## src/rtl/pong_pkg.sv

```systemverilog
// Shared types and screen constants for the pong game path.
package pong_pkg;

  typedef enum logic [1:0] {
    ST_IDLE  = 2'd0,
    ST_SERVE = 2'd1,
    ST_PLAY  = 2'd2,
    ST_MISS  = 2'd3
  } state_e;

  localparam int unsigned H_ACTIVE = 640;
  localparam int unsigned V_ACTIVE = 480;
  localparam int unsigned BALL_X0  = 316;
  localparam int unsigned BALL_Y0  = 236;

endpackage

```

## src/rtl/pong_game_ctrl_if.sv

```systemverilog
// Raster, button and pixel/score signals between the sync side and the game controller.
interface pong_game_ctrl_if;
  logic [9:0] CounterX;
  logic [8:0] CounterY;
  logic       inDisplayArea;
  logic       BTN_UP;
  logic       BTN_DOWN;
  logic       BTN_SERVE;
  logic       VGA_R;
  logic       VGA_G;
  logic       VGA_B;
  logic [7:0] SCORE;
  logic [1:0] STATE;

  modport master (
    output CounterX, CounterY, inDisplayArea, BTN_UP, BTN_DOWN, BTN_SERVE,
    input  VGA_R, VGA_G, VGA_B, SCORE, STATE
  );

  modport slave (
    input  CounterX, CounterY, inDisplayArea, BTN_UP, BTN_DOWN, BTN_SERVE,
    output VGA_R, VGA_G, VGA_B, SCORE, STATE
  );
endinterface

```

## src/rtl/pong_ball_mover.sv

```systemverilog
// Combinational next-position logic for the ball: wall bounces, paddle hit, miss.
module pong_ball_mover
  import pong_pkg::*;
#(
  parameter int unsigned BALL_SIZE  = 8,
  parameter int unsigned PADDLE_X   = 16,
  parameter int unsigned PADDLE_W   = 8,
  parameter int unsigned PADDLE_H   = 64,
  parameter int unsigned BALL_SPEED = 2
) (
  input  logic [9:0] i_bx,
  input  logic [8:0] i_by,
  input  logic       i_dxn,
  input  logic       i_dyn,
  input  logic [8:0] i_py,
  output logic [9:0] o_bx,
  output logic [8:0] o_by,
  output logic       o_dxn,
  output logic       o_dyn,
  output logic       o_hit,
  output logic       o_miss
);

  localparam logic signed [10:0] W_SPD  = 11'(BALL_SPEED);
  localparam logic signed [10:0] W_SZ   = 11'(BALL_SIZE);
  localparam logic signed [10:0] W_PH   = 11'(PADDLE_H);
  localparam logic signed [10:0] W_PEDG = 11'(PADDLE_X + PADDLE_W);
  localparam logic signed [10:0] W_H    = 11'(H_ACTIVE);
  localparam logic signed [10:0] W_V    = 11'(V_ACTIVE);

  logic signed [10:0] w_bx, w_by, w_py, w_nx, w_ny;
  logic               w_overlap;

  assign w_bx = signed'({1'b0, i_bx});
  assign w_by = signed'({2'b00, i_by});
  assign w_py = signed'({2'b00, i_py});
  assign w_nx = i_dxn ? (w_bx - W_SPD) : (w_bx + W_SPD);
  assign w_ny = i_dyn ? (w_by - W_SPD) : (w_by + W_SPD);

  // Ball rows [by, by+size) against paddle rows [py, py+h)
  assign w_overlap = (w_by < (w_py + W_PH)) && ((w_by + W_SZ) > w_py);

  // Horizontal rule: right wall, then paddle face, then left-edge miss
  always_comb begin
    o_bx   = w_nx[9:0];
    o_dxn  = i_dxn;
    o_hit  = 1'b0;
    o_miss = 1'b0;
    if (!i_dxn && ((w_nx + W_SZ) >= W_H)) begin
      o_bx  = 10'(H_ACTIVE - BALL_SIZE);
      o_dxn = 1'b1;
    end else if (i_dxn && (w_nx <= W_PEDG) && (w_bx >= W_PEDG) && w_overlap) begin
      o_bx  = 10'(PADDLE_X + PADDLE_W);
      o_dxn = 1'b0;
      o_hit = 1'b1;
    end else if (i_dxn && (w_nx <= 11'sd0)) begin
      o_bx   = '0;
      o_miss = 1'b1;
    end
  end

  // Vertical rule: top and bottom walls, independent of the horizontal rule
  always_comb begin
    o_by  = w_ny[8:0];
    o_dyn = i_dyn;
    if (i_dyn && (w_ny <= 11'sd0)) begin
      o_by  = '0;
      o_dyn = 1'b0;
    end else if (!i_dyn && ((w_ny + W_SZ) >= W_V)) begin
      o_by  = 9'(V_ACTIVE - BALL_SIZE);
      o_dyn = 1'b1;
    end
  end

endmodule

```

## src/rtl/pong_game_ctrl.sv

```systemverilog
// Pong game sequencer: frame tick, paddle/ball state, game FSM and registered RGB.
module pong_game_ctrl
  import pong_pkg::*;
#(
  parameter int unsigned BALL_SIZE    = 8,
  parameter int unsigned PADDLE_X     = 16,
  parameter int unsigned PADDLE_W     = 8,
  parameter int unsigned PADDLE_H     = 64,
  parameter int unsigned PADDLE_STEP  = 4,
  parameter int unsigned BALL_SPEED   = 2,
  parameter int unsigned FRAME_LINE   = 480,
  parameter int unsigned SERVE_FRAMES = 60,
  parameter int unsigned MISS_FRAMES  = 30
) (
  input  logic             CLK,
  input  logic             RESET,
  pong_game_ctrl_if.slave  bus
);

  localparam int unsigned PY_MAX = V_ACTIVE - PADDLE_H;

  logic       r_tick;
  state_e     r_state;
  logic [7:0] r_cnt;
  logic [9:0] r_bx;
  logic [8:0] r_by;
  logic       r_dxn, r_dyn;
  logic [8:0] r_py;
  logic [7:0] r_score;
  logic       r_vga_r, r_vga_g, r_vga_b;

  logic [9:0]  w_bx_nxt;
  logic [8:0]  w_by_nxt;
  logic        w_dxn_nxt, w_dyn_nxt, w_hit, w_miss;
  logic [8:0]  w_py_nxt;
  logic [10:0] w_x;
  logic [9:0]  w_y;
  logic        w_in_ball, w_in_paddle, w_in_border;

  pong_ball_mover #(
    .BALL_SIZE (BALL_SIZE),
    .PADDLE_X  (PADDLE_X),
    .PADDLE_W  (PADDLE_W),
    .PADDLE_H  (PADDLE_H),
    .BALL_SPEED(BALL_SPEED)
  ) u_mover (
    .i_bx  (r_bx),
    .i_by  (r_by),
    .i_dxn (r_dxn),
    .i_dyn (r_dyn),
    .i_py  (r_py),
    .o_bx  (w_bx_nxt),
    .o_by  (w_by_nxt),
    .o_dxn (w_dxn_nxt),
    .o_dyn (w_dyn_nxt),
    .o_hit (w_hit),
    .o_miss(w_miss)
  );

  // One-cycle pulse on the first pixel of the frame line
  always_ff @(posedge CLK or posedge RESET) begin
    if (RESET) r_tick <= 1'b0;
    else       r_tick <= (bus.CounterY == 9'(FRAME_LINE)) && (bus.CounterX == '0);
  end

  // Paddle step with saturation; both or neither button holds
  always_comb begin
    w_py_nxt = r_py;
    if (bus.BTN_UP && !bus.BTN_DOWN)
      w_py_nxt = (r_py >= 9'(PADDLE_STEP)) ? (r_py - 9'(PADDLE_STEP)) : '0;
    else if (bus.BTN_DOWN && !bus.BTN_UP)
      w_py_nxt = (r_py <= 9'(PY_MAX - PADDLE_STEP)) ? (r_py + 9'(PADDLE_STEP)) : 9'(PY_MAX);
  end

  // Game FSM, ball, paddle and score; everything advances only on the frame tick
  always_ff @(posedge CLK or posedge RESET) begin
    if (RESET) begin
      r_state <= ST_IDLE;
      r_cnt   <= '0;
      r_bx    <= 10'(BALL_X0);
      r_by    <= 9'(BALL_Y0);
      r_dxn   <= 1'b0;
      r_dyn   <= 1'b0;
      r_py    <= 9'(PY_MAX / 2);
      r_score <= '0;
    end else if (r_tick) begin
      r_py <= w_py_nxt;
      case (r_state)
        ST_IDLE: begin
          r_bx  <= 10'(BALL_X0);
          r_by  <= 9'(BALL_Y0);
          r_dxn <= 1'b0;
          r_dyn <= 1'b0;
          if (bus.BTN_SERVE) begin
            r_state <= ST_SERVE;
            r_cnt   <= 8'(SERVE_FRAMES - 1);
          end
        end
        ST_SERVE: begin
          if (r_cnt == '0) r_state <= ST_PLAY;
          else             r_cnt   <= r_cnt - 8'd1;
        end
        ST_PLAY: begin
          r_bx  <= w_bx_nxt;
          r_by  <= w_by_nxt;
          r_dxn <= w_dxn_nxt;
          r_dyn <= w_dyn_nxt;
          if (w_hit && (r_score != '1)) r_score <= r_score + 8'd1;
          if (w_miss) begin
            r_state <= ST_MISS;
            r_cnt   <= 8'(MISS_FRAMES - 1);
          end
        end
        ST_MISS: begin
          if (r_cnt == '0) begin
            r_state <= ST_IDLE;
            r_bx    <= 10'(BALL_X0);
            r_by    <= 9'(BALL_Y0);
            r_dxn   <= 1'b0;
            r_dyn   <= 1'b0;
            r_score <= '0;
          end else begin
            r_cnt <= r_cnt - 8'd1;
          end
        end
        default: r_state <= ST_IDLE;
      endcase
    end
  end

  assign w_x = {1'b0, bus.CounterX};
  assign w_y = {1'b0, bus.CounterY};

  assign w_in_ball = (w_x >= {1'b0, r_bx}) && (w_x < ({1'b0, r_bx} + 11'(BALL_SIZE))) &&
                     (w_y >= {1'b0, r_by}) && (w_y < ({1'b0, r_by} + 10'(BALL_SIZE)));
  assign w_in_paddle = (bus.CounterX >= 10'(PADDLE_X)) &&
                       (bus.CounterX < 10'(PADDLE_X + PADDLE_W)) &&
                       (w_y >= {1'b0, r_py}) && (w_y < ({1'b0, r_py} + 10'(PADDLE_H)));
  assign w_in_border = (bus.CounterY < 9'd4) || (bus.CounterY >= 9'(V_ACTIVE - 4)) ||
                       (bus.CounterX >= 10'(H_ACTIVE - 4));

  // Pixel colour, one cycle behind the raster counters
  always_ff @(posedge CLK or posedge RESET) begin
    if (RESET) begin
      r_vga_r <= 1'b0;
      r_vga_g <= 1'b0;
      r_vga_b <= 1'b0;
    end else begin
      r_vga_r <= bus.inDisplayArea && w_in_ball && (r_state != ST_MISS);
      r_vga_g <= bus.inDisplayArea && w_in_paddle;
      r_vga_b <= bus.inDisplayArea && w_in_border;
    end
  end

  assign bus.VGA_R = r_vga_r;
  assign bus.VGA_G = r_vga_g;
  assign bus.VGA_B = r_vga_b;
  assign bus.SCORE = r_score;
  assign bus.STATE = r_state;

endmodule

```

## src/flat_wrapper.sv

```systemverilog
// flat-port wrapper written by rule: the top's interface ports become plain ports
module pong_game_ctrl_flat import pong_pkg::*;
#(
  parameter int unsigned BALL_SIZE    = 8,
  parameter int unsigned PADDLE_X     = 16,
  parameter int unsigned PADDLE_W     = 8,
  parameter int unsigned PADDLE_H     = 64,
  parameter int unsigned PADDLE_STEP  = 4,
  parameter int unsigned BALL_SPEED   = 2,
  parameter int unsigned FRAME_LINE   = 480,
  parameter int unsigned SERVE_FRAMES = 60,
  parameter int unsigned MISS_FRAMES  = 30
)
  (CLK, RESET, bus_CounterX, bus_CounterY, bus_inDisplayArea, bus_BTN_UP, bus_BTN_DOWN, bus_BTN_SERVE, bus_VGA_R, bus_VGA_G, bus_VGA_B, bus_SCORE, bus_STATE);
  pong_game_ctrl_if bus_i ();
  input  logic CLK;
  input  logic RESET;
  input wire logic [$bits(bus_i.CounterX)-1:0] bus_CounterX;
  input wire logic [$bits(bus_i.CounterY)-1:0] bus_CounterY;
  input wire logic [$bits(bus_i.inDisplayArea)-1:0] bus_inDisplayArea;
  input wire logic [$bits(bus_i.BTN_UP)-1:0] bus_BTN_UP;
  input wire logic [$bits(bus_i.BTN_DOWN)-1:0] bus_BTN_DOWN;
  input wire logic [$bits(bus_i.BTN_SERVE)-1:0] bus_BTN_SERVE;
  output wire logic [$bits(bus_i.VGA_R)-1:0] bus_VGA_R;
  output wire logic [$bits(bus_i.VGA_G)-1:0] bus_VGA_G;
  output wire logic [$bits(bus_i.VGA_B)-1:0] bus_VGA_B;
  output wire logic [$bits(bus_i.SCORE)-1:0] bus_SCORE;
  output wire logic [$bits(bus_i.STATE)-1:0] bus_STATE;
  assign bus_i.CounterX = bus_CounterX;
  assign bus_i.CounterY = bus_CounterY;
  assign bus_i.inDisplayArea = bus_inDisplayArea;
  assign bus_i.BTN_UP = bus_BTN_UP;
  assign bus_i.BTN_DOWN = bus_BTN_DOWN;
  assign bus_i.BTN_SERVE = bus_BTN_SERVE;
  assign bus_VGA_R = bus_i.VGA_R;
  assign bus_VGA_G = bus_i.VGA_G;
  assign bus_VGA_B = bus_i.VGA_B;
  assign bus_SCORE = bus_i.SCORE;
  assign bus_STATE = bus_i.STATE;
  pong_game_ctrl #(.BALL_SIZE(BALL_SIZE), .PADDLE_X(PADDLE_X), .PADDLE_W(PADDLE_W), .PADDLE_H(PADDLE_H), .PADDLE_STEP(PADDLE_STEP), .BALL_SPEED(BALL_SPEED), .FRAME_LINE(FRAME_LINE), .SERVE_FRAMES(SERVE_FRAMES), .MISS_FRAMES(MISS_FRAMES)) u_core (.CLK(CLK), .RESET(RESET), .bus(bus_i));
endmodule
```

## config.mk

```make
export PLATFORM = sky130hd
export DESIGN_NAME = pong_game_ctrl_flat
export DESIGN_NICKNAME = d
export VERILOG_FILES = /design/src/rtl/pong_pkg.sv /design/src/rtl/pong_game_ctrl_if.sv /design/src/rtl/pong_ball_mover.sv /design/src/rtl/pong_game_ctrl.sv /design/src/flat_wrapper.sv
export SDC_FILE = /design/constraint.sdc
export NUM_CORES = 1
export LEC_CHECK = 0
export BUFFER_PORTS_ARGS = -buffer_cell sky130_fd_sc_hd__buf_2
export CORE_MARGIN = 2
export CORE_UTILIZATION = 57
export DETAILED_ROUTE_END_ITERATION = 8
export PLACE_DENSITY = 0.79
export SYNTH_ARGS = -nofsm -noshare
export SYNTH_HDL_FRONTEND = slang
export SYNTH_HIERARCHICAL = 1
export SYNTH_SLANG_ARGS = --single-unit
```

## constraint.sdc

```tcl
create_clock -name CLK -period 4.1 [get_ports CLK]
set_clock_uncertainty 0.1 [all_clocks]
set_input_delay 0.205 -clock CLK [delete_from_list [all_inputs] [get_ports CLK]]
set_output_delay 0.205 -clock CLK [all_outputs]
set_load 0.05 [all_outputs]
```

==> results.py <==
metrics = {
    "run_status": {
        "status": "complete, no violations",
    },
    "global_routing": {
        "gr-total-overflow": 0,
        "grt_usage": 0.2702,
        "grt_max_degree": 51,
        "grt_pass1_wl_mm": 25.01,
        "antenna_found_initial": 0,
        "grt_use_met2": 0.4594,
        "grt_pass1_vias": 5371,
        "use_met1": 0.3648,
        "grtUsageMet3": 0.02845,
        "top_usage_layer": "met2",
    },
    "finish": {
        "fillers": 867,
        "stdcell_area_um2": 6310,
        "multiInputGateArea_um2": 4299,
        "nNetsFinal": 884,
        "final_layout_size_suffix_gt1_frac": 0.1261,
        "diodes": 0,
        "seq_area_um2": 1269,
        "finalNonFillerCells": 905,
        "area_growth_syn_to_layout_pct": 7.389,
    },
    "place": {
        "gp_congestion": 0.9254,
        "place_area_um2": 6190,
        "dp_cells": 896,
        "port_buffers": 37,
        "hpwl_mm": 11.70,
        "pre_cts_ws_ps": 201.2,
    },
    "drt": {
        "wl_per_cell_um": 16.82,
        "drt_wl_total_mm": 15.22,
        "ant_nets": 0,
        "drc": 0,
        "drt_iter0_drc": 533,
        "vias": 5649,
        "via_per_inst": 6.242,
        "dr.pass1.iters": 5,
    },
    "power": {
        "ir_drop_mv": 0.09795,
        "power.total_w": 0.0008833,
        "power_density_nw_per_um2": 140.0,
        "leakagePower_nw": 2.810,
    },
    "logic_synthesis": {
        "synth-seq-cells": 50,
        "ys_top_cells_by_area": "ha_1, dfrtp_1, dfstp_2",
        "synth_seq_area_share": 0.2157,
        "synth-edff-count": 0,
        "yosys_warnings": 6,
        "synth_commonest_cells": "ha_1, nand2_1, o21ai_0",
        "async_reset_ff_frac": 1.000,
        "syn_area_um2": 5876,
        "ys.flop_type": "dfrtp_1",
        "synth.distinct_cells": 83,
        "synth_area_per_cell_um2": 7.983,
        "synth_area_leader_cell": "ha_1",
        "synth_top_area_share": 0.1917,
        "synth_cells": 736,
        "synth.most_common_cell": "ha_1",
    },
    "min_path": {
        "whs_endpoint": "u_core/bus.VGA_G",
        "min_from": "bus_inDisplayArea",
        "hp-class": "input port to flop",
        "min_path_cells": 3,
    },
    "setup_path": {
        "r2r_setup_slack_ps": 240,
        "required_ps": 4190,
        "r2r-end": "u_core/bus.SCORE[7]",
        "critical_path.endpoint_type": "flop",
        "arrival_ps": 3950,
        "ff2ff_path_depth": 11,
        "cp-start-kind": "flop",
        "cp_max_fo": 13,
        "setup.worst_path.class": "flop to flop",
        "worstReg2RegStart": "u_core/r_bx[5]",
    },
    "sta": {
        "max_freq_mhz": 259.0,
        "fin_crit_ps": 3861,
        "finalMaxSlewViolations": 0,
        "min_period_over_period": 0.9417,
        "finalHoldViolCount": 0,
        "setup_slack_ps": 239.2,
        "setup-violations-final": 0,
        "slew_headroom": 0.4228,
        "hold-worst-slack_ps": 57.72,
        "tightest_slew_ps": 854.7,
    },
    "floorplanning": {
        "initial_core_util": 0.5769,
        "dieWidth_um": 105.5,
        "coreArea_um2": 10180,
        "rows": 37,
        "dieArea_um2": 11140,
        "ios": 38,
        "die_h_um": 105.5,
    },
    "clock_tree": {
        "cts_buffer_depth": 2,
        "cts_buffers": 5,
        "insertion_delay_ps": 300,
        "cts_root_buf": "clkbuf_8",
        "htreeDepth": 2,
        "clkSinkCount": 50,
        "cts_tree": "built",
        "cts.reportedPaths.clkPinSlew_ps": 90,
    },
    "job": {
        "drv_cap": 0,
    },
}
[worst max-delay path, stage by stage (launching register included)]
cell      delay [ps]
dfstp_2          620
ha_1             360
a21o_1           260
a31o_1           220
or3_4            400
a211oi_2         270
a41o_1           230
and3_1           200
o211ai_1         100
a221o_2          460
nand2b_4         190
o41ai_1          330
[placed cells by master, fill, tap and decap left out, drive strengths merged, types with 8 or more instances in the layout]
| cell type | n |
|---|---|
| a211oi | 14 |
| inv | 58 |
| o21ai | 66 |
| and3 | 11 |
| nor2b | 10 |
| dfrtp | 37 |
| dfstp | 13 |
| a21oi | 28 |
| xnor2 | 18 |
| or3 | 9 |
| buf | 47 |
| and2 | 8 |
| nand2 | 73 |
| a31oi | 13 |
| nor2 | 61 |
| nand2b | 15 |
| nand3 | 33 |
| a21o | 13 |
| nor4 | 10 |
| nor3 | 13 |
| ha | 90 |
[flip-flops by register name, summed over array words and instances, names as in the netlist]
name / count
u_core/r_dyn: 1
u_core/bus.VGA_B: 1
u_core/bus.VGA_R: 1
u_core/r_dxn: 1
u_core/r_by: 9
u_core/r_py: 7
u_core/bus.SCORE: 8
u_core/r_cnt: 8
u_core/bus.VGA_G: 1
u_core/r_bx: 10
u_core/bus.STATE: 2
u_core/r_tick: 1
[final cells by class]
type | instances | share of cell area
Sequential cell | 50 | 0.2011
Clock inverter | 1 | 0.001190
Clock buffer | 7 | 0.01210
Multi-Input combinational cell | 605 | 0.6813
Tap cell | 136 | 0.02697
Timing Repair Buffer | 48 | 0.04283
Inverter | 58 | 0.03450
[stage by stage]
stage | TNS, ps | utilization
after CTS | 0 | 0.6170
after global placement | 0 | 0.6077
after global routing | -34.44 | 0.6195
final | 0 | 0.6195
after floorplan | 0 | -
after detailed placement | 0 | 0.6077
[worst max path at each step]
stage | start | end | slack, ps | depth (start not counted)
floorplan | u_core/r_dxn | u_core/bus.SCORE[4] | 290 | 14
global placement | u_core/r_dxn | u_core/bus.SCORE[5] | 260 | 11
detailed placement | u_core/r_bx[5] | u_core/bus.SCORE[5] | 200 | 11
CTS | u_core/r_bx[5] | u_core/bus.SCORE[7] | 140 | 11
global route | u_core/r_bx[4] | u_core/r_cnt[4] | -20 | 13
finish | u_core/r_bx[5] | u_core/bus.SCORE[7] | 240 | 11
[repair_timing]
item,CTS,global route
hold buffers,1,0
gates resized for setup,0,8
endpoints found under the setup margin,0,14
setup buffers,0,0
endpoints found under the hold margin,28,0
[kinds of logic (layout without fill, tap and decap cells)]
family / Yosys count / count (layout) / share of synthesized area
adder cells (fa/ha/maj): 91 / 91 / 0.1951
buffers and inverters: 82 / 114 / 0.05750
XOR/XNOR: 24 / 24 / 0.03577
AND/OR/NAND/NOR: 266 / 266 / 0.2298
other: 1 / 2 / 0.0006382
flip-flops: 50 / 50 / 0.2157
multiplexers: 3 / 3 / 0.005111
AO/OA/AOI/OAI: 219 / 219 / 0.2604
[power by group]
group / switching [W] / internal (W) / total [W]
clock: 0.000165 / 0.000121 / 0.000286
sequential: 0.000000202 / 0.000494 / 0.000494
combinational: 0.0000621 / 0.0000408 / 0.000103
total: 0.000227 / 0.000656 / 0.000883
[metal layers]
metal | wire (µm) | vias to the layer above | share of wire
met1 | 6985 | 2674 | 0.46
li1 | - | 2761 | -
met2 | 7248 | 194 | 0.48
met3 | 769 | 20 | 0.051
met4 | 220 | 0 | 0.014
met5 | 0 | - | 0
(Power assumes the default switching activity.)
